## src/rtl/shiftreg_ring.sv

```systemverilog
// shiftreg_ring: ordered list of WIDTH-bit entries with a run-time active
// length, head push with optional growth, and a non-destructive scan that
// streams the active entries tail first and leaves the contents unchanged.
//
// Optional build macro: SHIFTREG_RING_CLEAR_EN adds a synchronous `clear`
// input that empties the contents, restores INIT_LEN and aborts any scan.
//
// Handshake: a push is taken on a rising edge when push=1 and push_ready=1
// (push_ready is simply !scan_busy). scan_start is taken only while idle and
// beats a simultaneous push. The scan stream has no back-pressure: every
// cycle with scan_valid=1 carries one entry, and scan_done pulses once after
// the last one.
module shiftreg_ring #(
  parameter int WIDTH    = 2,
  parameter int DEPTH    = 234,
  parameter int INIT_LEN = 3,
  parameter int LEN_W    = $clog2(DEPTH + 1)
) (
  input  logic             clk,
  input  logic             rst,
`ifdef SHIFTREG_RING_CLEAR_EN
  input  logic             clear,
`endif
  input  logic             push,
  input  logic             grow,
  input  logic [WIDTH-1:0] in_data,
  output logic             push_ready,
  output logic [WIDTH-1:0] head,
  output logic [WIDTH-1:0] tail,
  output logic [LEN_W-1:0] len,
  output logic             full,
  input  logic             scan_start,
  output logic             scan_busy,
  output logic             scan_valid,
  output logic [WIDTH-1:0] scan_data,
  output logic [LEN_W-1:0] scan_idx,
  output logic             scan_done
);

  typedef enum logic [1:0] {
    ST_IDLE = 2'd0,
    ST_SCAN = 2'd1,
    ST_DONE = 2'd2
  } state_t;

  localparam logic [LEN_W-1:0] INIT_LEN_L = LEN_W'(INIT_LEN);
  localparam logic [LEN_W-1:0] DEPTH_L    = LEN_W'(DEPTH);

  state_t           state_q, state_d;
  logic [LEN_W-1:0] len_q, len_d;
  logic [LEN_W-1:0] cnt_q, cnt_d;
  logic [WIDTH-1:0] mem_q [DEPTH];
  logic [WIDTH-1:0] mem_d [DEPTH];

  logic             clear_w;
  logic             do_push;
  logic             do_rot;
  logic [LEN_W-1:0] tail_idx;

`ifdef SHIFTREG_RING_CLEAR_EN
  assign clear_w = clear;
`else
  assign clear_w = 1'b0;
`endif

  // Physical index of the last active entry; clamped so len == 0 never
  // produces an out-of-range read.
  assign tail_idx = (len_q == '0) ? '0 : (len_q - 1'b1);

  // Scan FSM next state, length and scan counter; clear overrides everything.
  always_comb begin
    state_d = state_q;
    len_d   = len_q;
    cnt_d   = cnt_q;
    do_push = 1'b0;
    do_rot  = 1'b0;
    unique case (state_q)
      ST_IDLE: begin
        if (scan_start) begin
          // The counter tracks how many entries remain to be streamed.
          cnt_d   = len_q;
          state_d = (len_q == '0) ? ST_DONE : ST_SCAN;
        end else if (push) begin
          do_push = 1'b1;
          if (grow && (len_q != DEPTH_L)) begin
            len_d = len_q + 1'b1;
          end
        end
      end
      ST_SCAN: begin
        do_rot = 1'b1;
        cnt_d  = cnt_q - 1'b1;
        if (cnt_q == LEN_W'(1)) begin
          state_d = ST_DONE;
        end
      end
      ST_DONE: begin
        state_d = ST_IDLE;
      end
      default: begin
        state_d = ST_IDLE;
      end
    endcase
    if (clear_w) begin
      state_d = ST_IDLE;
      len_d   = INIT_LEN_L;
      cnt_d   = '0;
      do_push = 1'b0;
      do_rot  = 1'b0;
    end
  end

  // Entry array next value: clear, full-depth shift on push, or rotation of
  // only the active range during a scan (inactive entries hold).
  always_comb begin
    for (int i = 0; i < DEPTH; i++) begin
      mem_d[i] = mem_q[i];
    end
    if (clear_w) begin
      for (int i = 0; i < DEPTH; i++) begin
        mem_d[i] = '0;
      end
    end else if (do_push) begin
      mem_d[0] = in_data;
      for (int i = 1; i < DEPTH; i++) begin
        mem_d[i] = mem_q[i-1];
      end
    end else if (do_rot) begin
      // After len rotations every active entry is back in its own slot.
      mem_d[0] = mem_q[tail_idx];
      for (int i = 1; i < DEPTH; i++) begin
        if (LEN_W'(i) < len_q) begin
          mem_d[i] = mem_q[i-1];
        end
      end
    end
  end

  // State, length and counter registers.
  always_ff @(posedge clk or posedge rst) begin
    if (rst) begin
      state_q <= ST_IDLE;
      len_q   <= INIT_LEN_L;
      cnt_q   <= '0;
    end else begin
      state_q <= state_d;
      len_q   <= len_d;
      cnt_q   <= cnt_d;
    end
  end

  // Entry storage; every entry resets to zero so unused slots are defined.
  always_ff @(posedge clk or posedge rst) begin
    if (rst) begin
      for (int i = 0; i < DEPTH; i++) begin
        mem_q[i] <= '0;
      end
    end else begin
      for (int i = 0; i < DEPTH; i++) begin
        mem_q[i] <= mem_d[i];
      end
    end
  end

  // Outputs decode directly from registers, so an asynchronous reset shows
  // reset values on every output immediately.
  always_comb begin
    head       = mem_q[0];
    tail       = (len_q == '0) ? '0 : mem_q[tail_idx];
    len        = len_q;
    full       = (len_q == DEPTH_L);
    scan_busy  = (state_q != ST_IDLE);
    push_ready = (state_q == ST_IDLE);
    scan_valid = (state_q == ST_SCAN);
    scan_done  = (state_q == ST_DONE);
    scan_data  = '0;
    scan_idx   = '0;
    if (state_q == ST_SCAN) begin
      // The tail slot always holds the next entry; the counter gives its
      // logical index (len-1 first, 0 last).
      scan_data = mem_q[tail_idx];
      scan_idx  = cnt_q - 1'b1;
    end
  end

endmodule

```

## config.mk

```make
export PLATFORM = sky130hd
export DESIGN_NAME = shiftreg_ring
export DESIGN_NICKNAME = d
export VERILOG_FILES = /design/src/rtl/shiftreg_ring.sv
export SDC_FILE = /design/constraint.sdc
export NUM_CORES = 1
export LEC_CHECK = 0
export ABC_AREA = 0
export BUFFER_PORTS_ARGS = -buffer_cell sky130_fd_sc_hd__buf_2
export CORE_MARGIN = 2
export CORE_UTILIZATION = 55
export CTS_CLUSTER_SIZE = 24
export DETAILED_ROUTE_END_ITERATION = 10
export PLACE_DENSITY_LB_ADDON = 0.2
export RECOVER_POWER = 50
export SYNTH_ARGS = -nofsm -noshare
export SYNTH_HDL_FRONTEND = slang
export SYNTH_SLANG_ARGS = --single-unit
```

## constraint.sdc

```tcl
create_clock -name clk -period 17.2 [get_ports clk]
set_input_delay 3.44 -clock clk [delete_from_list [all_inputs] [get_ports clk]]
set_output_delay 3.44 -clock clk [all_outputs]
set_load 0.1 [all_outputs]
```

==> run_results.csv, run 1 <==
group,metric,value,unit
placement,gp_congestion,1.037,
timing,rsz0062_at_grt,"false",
clock_network,cts-root-buf,"clkbuf_16",
synthesis,ys.flop_type,"dfrtp_1",
clock_network,clock-sinks,486,
critical_path,critPathKind,"in2async",
detailed_routing,dr.pass1.iters,6,
timing,setup_viol,0,
floorplanning,die_w,215.8,um
synthesis,yosys-top-cells-area,"dfrtp_1 (49%), mux2_2 (22%), mux4_2 (3.5%), o21ai_0 (3.0%), a21oi_1 (2.7%)",
clock_network,cts_setup_buffers,0,
clock_network,cts.clk_slew.worst_paths,0.06,ns
floorplanning,pin_count,34,
global_route,grt_pass1_wl,137800,um
worst_hold_path,worstHoldPathType,"reg2reg",
placement,dpl_cell_area,25630,um2
synthesis,async_flop_share,100.0,%
synthesis,ys_seq_elements,486,
global_route,grt_pass1_vias,19700,
detailed_routing,post_drt_wl_per_cell,33.71,um
floorplanning,die_area,46580,um2
synthesis,syn_nets,2140,
timing,post-route-period-util,60.04,%
synthesis,ys_types,73,
clock_network,cts_max_level,2,
detailed_routing,detail-route-antenna-nets,0,
clock_network,ctsHoldBuffers,0,
final_layout,area_growth,10.79,%
run_status,status,"complete, but fails checks",
power_and_ir_drop,p_leak,0.01281,uW
detailed_routing,vias,19960,
power_and_ir_drop,power.density,194.4,nW/um2
floorplanning,die-height,215.8,um
detailed_routing,vias_per_cell,7.142,
clock_network,numCtsBuffers,52,
placement,port_buffers,33,
global_route,grt_max_degree,142,
timing,fmax,0.09683,GHz
timing,hold_violations,0,
critical_path,r2r-end,"head[1]",
critical_path,crit_start,"rst",
synthesis,synth_common_cells,"dfrtp_1 (484), mux2_2 (478), nand2_1 (170), o21ai_0 (150), a21oi_1 (131)",
synthesis,synth_top_cell_by_area,"dfrtp_1",
timing,fin_hold_ws,0.4992,ns
placement,dp_hpwl,65770,um
critical_path,cp.arrival,10.01,ns
global_route,grt_overflow,0,
power_and_ir_drop,power,5316,uW
clock_network,clock_path_buffers,3,
timing,setup-tns-final,0,ns
run_status,violations,"max-capacitance violations, max-slew violations",
synthesis,yosysWarnings,0,
critical_path,crit_required,16.88,ns
synthesis,yosysMostFrequentCell,"dfrtp_1",
critical_path,crit_fanout,119,
critical_path,end_kind,"async pin",
timing,min_period,10.33,ns
clock_network,cts_tree,"yes",
critical_path,worstSetupEndpoint,"mem_q[327]",
synthesis,synth_edf_count,0,
critical_path,r2r_start,"len[0]",
detailed_routing,drt_iter0_markers,2810,
floorplanning,start_util,55.81,%
detailed_routing,wirelength,94190,um
final_layout,drive_gt1_share,32.50,%
floorplanning,coreArea,44220,um2
critical_path,cp-start-kind,"primary input",
synthesis,syn-cell-area,24680,um2
power_and_ir_drop,ir_worst_vdd,0.0001988,V
flow_run,drv_cap,6,
timing,tightest_slew,5.569,ns
timing,finalMaxSlewViolations,402,
timing,final.setup_skew,0.02796,ns
critical_path,reg2reg_slack,11.66,ns
global_route,grt_usage,40.78,%
final_layout,final_util,61.83,%
final_layout,final_area,27340,um2
timing,relSlewSlack,-273.3,%
global_route,antenna_found_initial,9,
synthesis,syn_inst,2127,
clock_network,ctsResizeCount,0,
floorplanning,rows,77,
clock_network,insertion_delay,0.62,ns
final_layout,nNetsFinal,2167,
detailed_routing,drc_errors,0,
critical_path,reg2reg_depth,11,
synthesis,avgSynthCellArea,11.60,um2
synthesis,synth-seq-area-share,49.29,%
synthesis,yosys.area.top_type_share,49.07,%
==> logic make-up (layout without fill, tap and decap cells) <==
group | after synthesis | count (layout) | share of synthesized area [%]
muxes | 562 | 562 | 27.14
DFF | 486 | 486 | 49.29
xor gates and xnor gates | 19 | 19 | 0.7047
adders and majority gates | 6 | 6 | 0.3042
AOI/OAI and AO/OA | 496 | 496 | 12.67
buffers and inverters | 141 | 208 | 2.383
and+or+nand+nor | 417 | 417 | 7.503
other | 0 | 8 | 0
==> through the flow <==
| stage | setup slack (ns) | std cells |
|---|---|---|
| floorplan | 0.2006 | 2127 |
| global placement | 8.477 | 2692 |
| detailed placement | 8.320 | 2692 |
| CTS | 7.659 | 2786 |
| global route | 5.500 | 2787 |
| finish | 6.873 | 2794 |
==> worst max-delay path, cell delays in order <==
cell and delay (ns):
buf_2 0.10, clkinvlp_2 3.05, clkbuf_1 3.24
==> area by class of cell <==
cell class | count | area [um2]
diodes | 8 | 20.02
repair buffers | 95 | 614.3
clock buffers | 75 | 1549
clock inverters | 19 | 190.2
multi-input cells | 1500 | 11990
fillers | 3571 | 16880
well taps | 592 | 740.7
flip-flops and latches | 486 | 12170
inverters | 19 | 72.57
==> flip-flops by register name (all words and copies together), names as in the netlist <==
signal   cells
cnt_q        8
head         2
len          8
state_q      2
mem_q      466
==> power by group <==
group,total (uW),internal [uW],switching [uW]
sequential,1370,1250,118
combinational,2800,756,2050
clock,1150,669,476
total,5320,2670,2640
==> how the worst min path moves through the flow <==
stage	start	end	slack (ns)	depth (start not counted)
detailed placement	mem_q[406]	mem_q[404]	0.48	2
global route	mem_q[0]	mem_q[0]	0.53	1
floorplan	mem_q[182]	mem_q[180]	0.45	2
CTS	mem_q[406]	mem_q[404]	0.49	2
finish	mem_q[406]	mem_q[404]	0.50	2
global placement	mem_q[407]	mem_q[405]	0.47	2
==> metal layers <==
metal  vias to the layer above  share of wire, %  track usage [%]
li1                       7997                 -                -
met1                     10110                39            55.33
met2                      1391                41            57.08
met3                       449                12            12.06
met4                        10               8.0            26.07
met5                         -              0.11           0.6250
==> placed cells by master, fill, tap and decap left out, drive strengths merged, types with 11 or more instances in the layout <==
cell      n
dfrtp   484
mux2    478
nand2   170
o21ai   152
a21oi   131
nor2    118
buf      86
clkbuf   84
mux2i    46
mux4     38
nor3     32
a31oi    30
nand3    29
nand2b   20
o22ai    18
a22oi    18
o221ai   16
inv      16
clkinv   16
xnor2    15
o211ai   11
Power figures use the tool's default switching activity.
==> run 2, diff against run 1 <==
clock period = 8.71 ns   (was 17.2 ns; I/O delays follow)
==> run 2 against run 1 <==
The flow still finishes with violations (max-capacitance violations, max-slew violations). Final cell count increased by 0.47%. Die area unchanged. Setup slack got worse by 6.1 ns. Combinational power increased by 100%. Clock skew about the same. Non-clock buffer count increased by 7. Design area increased by 1.1%. Utilization increased by 0.68 points. Power increased by 100%. Sequential power increased by 98%. Sequential share of layout area decreased by 0.48 points. Global-route usage increased by 0.31 points. Critical path type is now reg2out. Critical endpoint is now tail[0]. Largest cell class unchanged. Largest power group unchanged. Highest routed layer unchanged.
==> run_results.csv, run 2 (same netlist as run 1, synthesis figures left out) <==
group,metric,value,unit
run_status,status,"complete, but fails checks",
run_status,violations,"max-capacitance violations, max-slew violations",
power_and_ir_drop,internal_power,5500,uW
detailed_routing,detail-route-antenna-nets,0,
final_layout,drive_gt1_share,33.17,%
floorplanning,die_area,46580,um2
final_layout,layout_common_cells,"dfrtp_1 (484), mux2_2 (478), nand2_1 (170), o21ai_0 (148), a21oi_1 (130)",
floorplanning,pin_count,34,
timing,post-route-period-util,91.13,%
critical_path,crit_fanout,24,
timing,tightest_slew,5.777,ns
critical_path,r2r_start,"state_q[0]",
worst_hold_path,min-delay-start,"mem_q[406]",
final_layout,largest_reg_flops,466,
critical_path,critPathKind,"reg2out",
detailed_routing,wirelength,95700,um
power_and_ir_drop,combPwrFrac,51.9,%
final_layout,area_growth,12.01,%
clock_network,cts_setup_buffers,0,
clock_network,cts.clk_slew.worst_paths,0.07,ns
floorplanning,die_w,215.8,um
power_and_ir_drop,power.density,390.1,nW/um2
power_and_ir_drop,ir_worst_vdd,0.0004756,V
floorplanning,die-height,215.8,um
global_route,grt_usage,41.09,%
final_layout,regArea,12170,um2
clock_network,clock-sinks,486,
clock_network,cts_tree,"yes",
clock_network,insertion_delay,0.63,ns
timing,setup_viol,0,
clock_network,ctsHoldBuffers,0,
global_route,grt_pass1_wl,138700,um
critical_path,cp-start-kind,"flop",
final_layout,nNetsFinal,2175,
critical_path,crit_start,"len[0]",
timing,min_period,7.938,ns
timing,setup-tns-final,0,ns
timing,fmax,0.1260,GHz
critical_path,critPathSlowestCell,"clkbuf_1",
power_and_ir_drop,swShare,48.99,%
global_route,antenna_found_initial,6,
timing,relSlewSlack,-285.1,%
global_route,grt_overflow,0,
critical_path,end_kind,"output port",
power_and_ir_drop,seq_power_share,25.2,%
worst_hold_path,worstHoldPathType,"reg2reg",
final_layout,multi_input_area,11990,um2
power_and_ir_drop,clockPowerShare,23.0,%
critical_path,cp.arrival,6.20,ns
timing,rsz0062_at_grt,"false",
placement,gp_congestion,1.025,
detailed_routing,post_drt_wl_per_cell,34.09,um
final_layout,final_common_cell,"dfrtp_1",
final_layout,top_register,"mem_q",
detailed_routing,wl_met3,10920,um
power_and_ir_drop,p_leak,0.01296,uW
detailed_routing,drc_errors,0,
floorplanning,start_util,55.81,%
detailed_routing,maxUsedRoutingLayer,"met5",
floorplanning,rows,77,
detailed_routing,vias_per_cell,7.131,
detailed_routing,met2WireLength,39860,um
clock_network,cts_max_level,2,
timing,final.setup_skew,0.02794,ns
clock_network,clock_path_buffers,3,
floorplanning,coreArea,44220,um2
detailed_routing,met1_length,38620,um
final_layout,n_fill_cell,3504,
critical_path,slowest_delay,1.21,ns
detailed_routing,drt_iter0_markers,2693,
timing,hold_violations,0,
clock_network,cts-root-buf,"clkbuf_16",
critical_path,crit_chain,"clkinv_1 > ha_4 > nor3b_4 > buf_4 > nand2_1 > clkbuf_1 > nand2b_1 > mux4_2 > a21oi_1 > o311ai_0 > a32oi_1 > nor2_1 > buf_12",
placement,port_buffers,33,
clock_network,numCtsBuffers,53,
detailed_routing,vias,20020,
power_and_ir_drop,power.switching,5283,uW
timing,finalMaxSlewViolations,196,
clock_network,ctsResizeCount,0,
flow_run,drv_cap,4,
timing,fin_hold_ws,0.4859,ns
placement,dp_hpwl,65890,um
global_route,grt_max_degree,188,
critical_path,reg2reg_slack,2.90,ns
critical_path,crit_required,6.97,ns
detailed_routing,dr.pass1.iters,8,
global_route,grt_pass1_vias,19800,
run 2: changes by cell type in the layout (fill, tap and decap cells not counted), moves of 3 or more:
cell,change
buf_4,+6
clkbuf_1,-4
bufinv_16,+5
clkinvlp_4,+4
buf_12,+3
run 2: critical path, delay by kind of cell, from the launching register on:
family | cells | cell delay (ns)
flops | 1 | 0.82
fa+ha+maj | 1 | 0.26
mux | 1 | 0.56
simple gates | 4 | 0.82
compound gates | 3 | 1.18
buf+inv | 4 | 1.91
run 2: per-stage QoR:
stage	utilization (%)	instances	instance area [um2]	power [uW]	setup slack [ns]
2_1_floorplan	-	2127	24680	5923	0.3810
3_3_place_gp	58.18	2698	25730	8002	2.003
3_5_place_dp	58.18	2698	25730	8041	1.941
4_1_cts	62.54	2798	27650	10520	1.273
5_1_grt	62.47	2799	27620	10920	0.7297
6_report	62.51	2807	27640	10780	0.7722
run 2: final cells by class:
type,count,share of cell area [%]
multi-input cells,1500,43.38
well taps,592,2.680
repair buffers,102,2.598
clock inverters,28,1.331
flip-flops and latches,486,44.02
diodes,8,0.07242
clock buffers,72,5.644
inverters,19,0.2716
run 2: path summary, 6_finish.rpt:
path                                   end  cells past startpoint
min in group asynchronous        mem_q[71]                      3
worst max register to register  mem_q[274]                      9
worst min-delay path            mem_q[404]                      2
worst max-delay path               tail[0]                     13
max in group asynchronous       mem_q[176]                      3
worst min register to register  mem_q[404]                      2
run 2: routing by layer:
metal | vias to the layer above | track usage (%)
li1 | 8009 | -
met2 | 1416 | 57.90
met3 | 364 | 11.11
met4 | 2 | 23.66
met1 | 10230 | 57.27
met5 | - | 0
run 2: power by group through the flow:
stage	clock network [uW]	logic, uW	registers (uW)
finish	2480	5590	2710
global route	2580	5610	2730
CTS	2490	5320	2700
detailed placement	0	5300	2740
global placement	0	5270	2730
floorplan	0	3210	2710
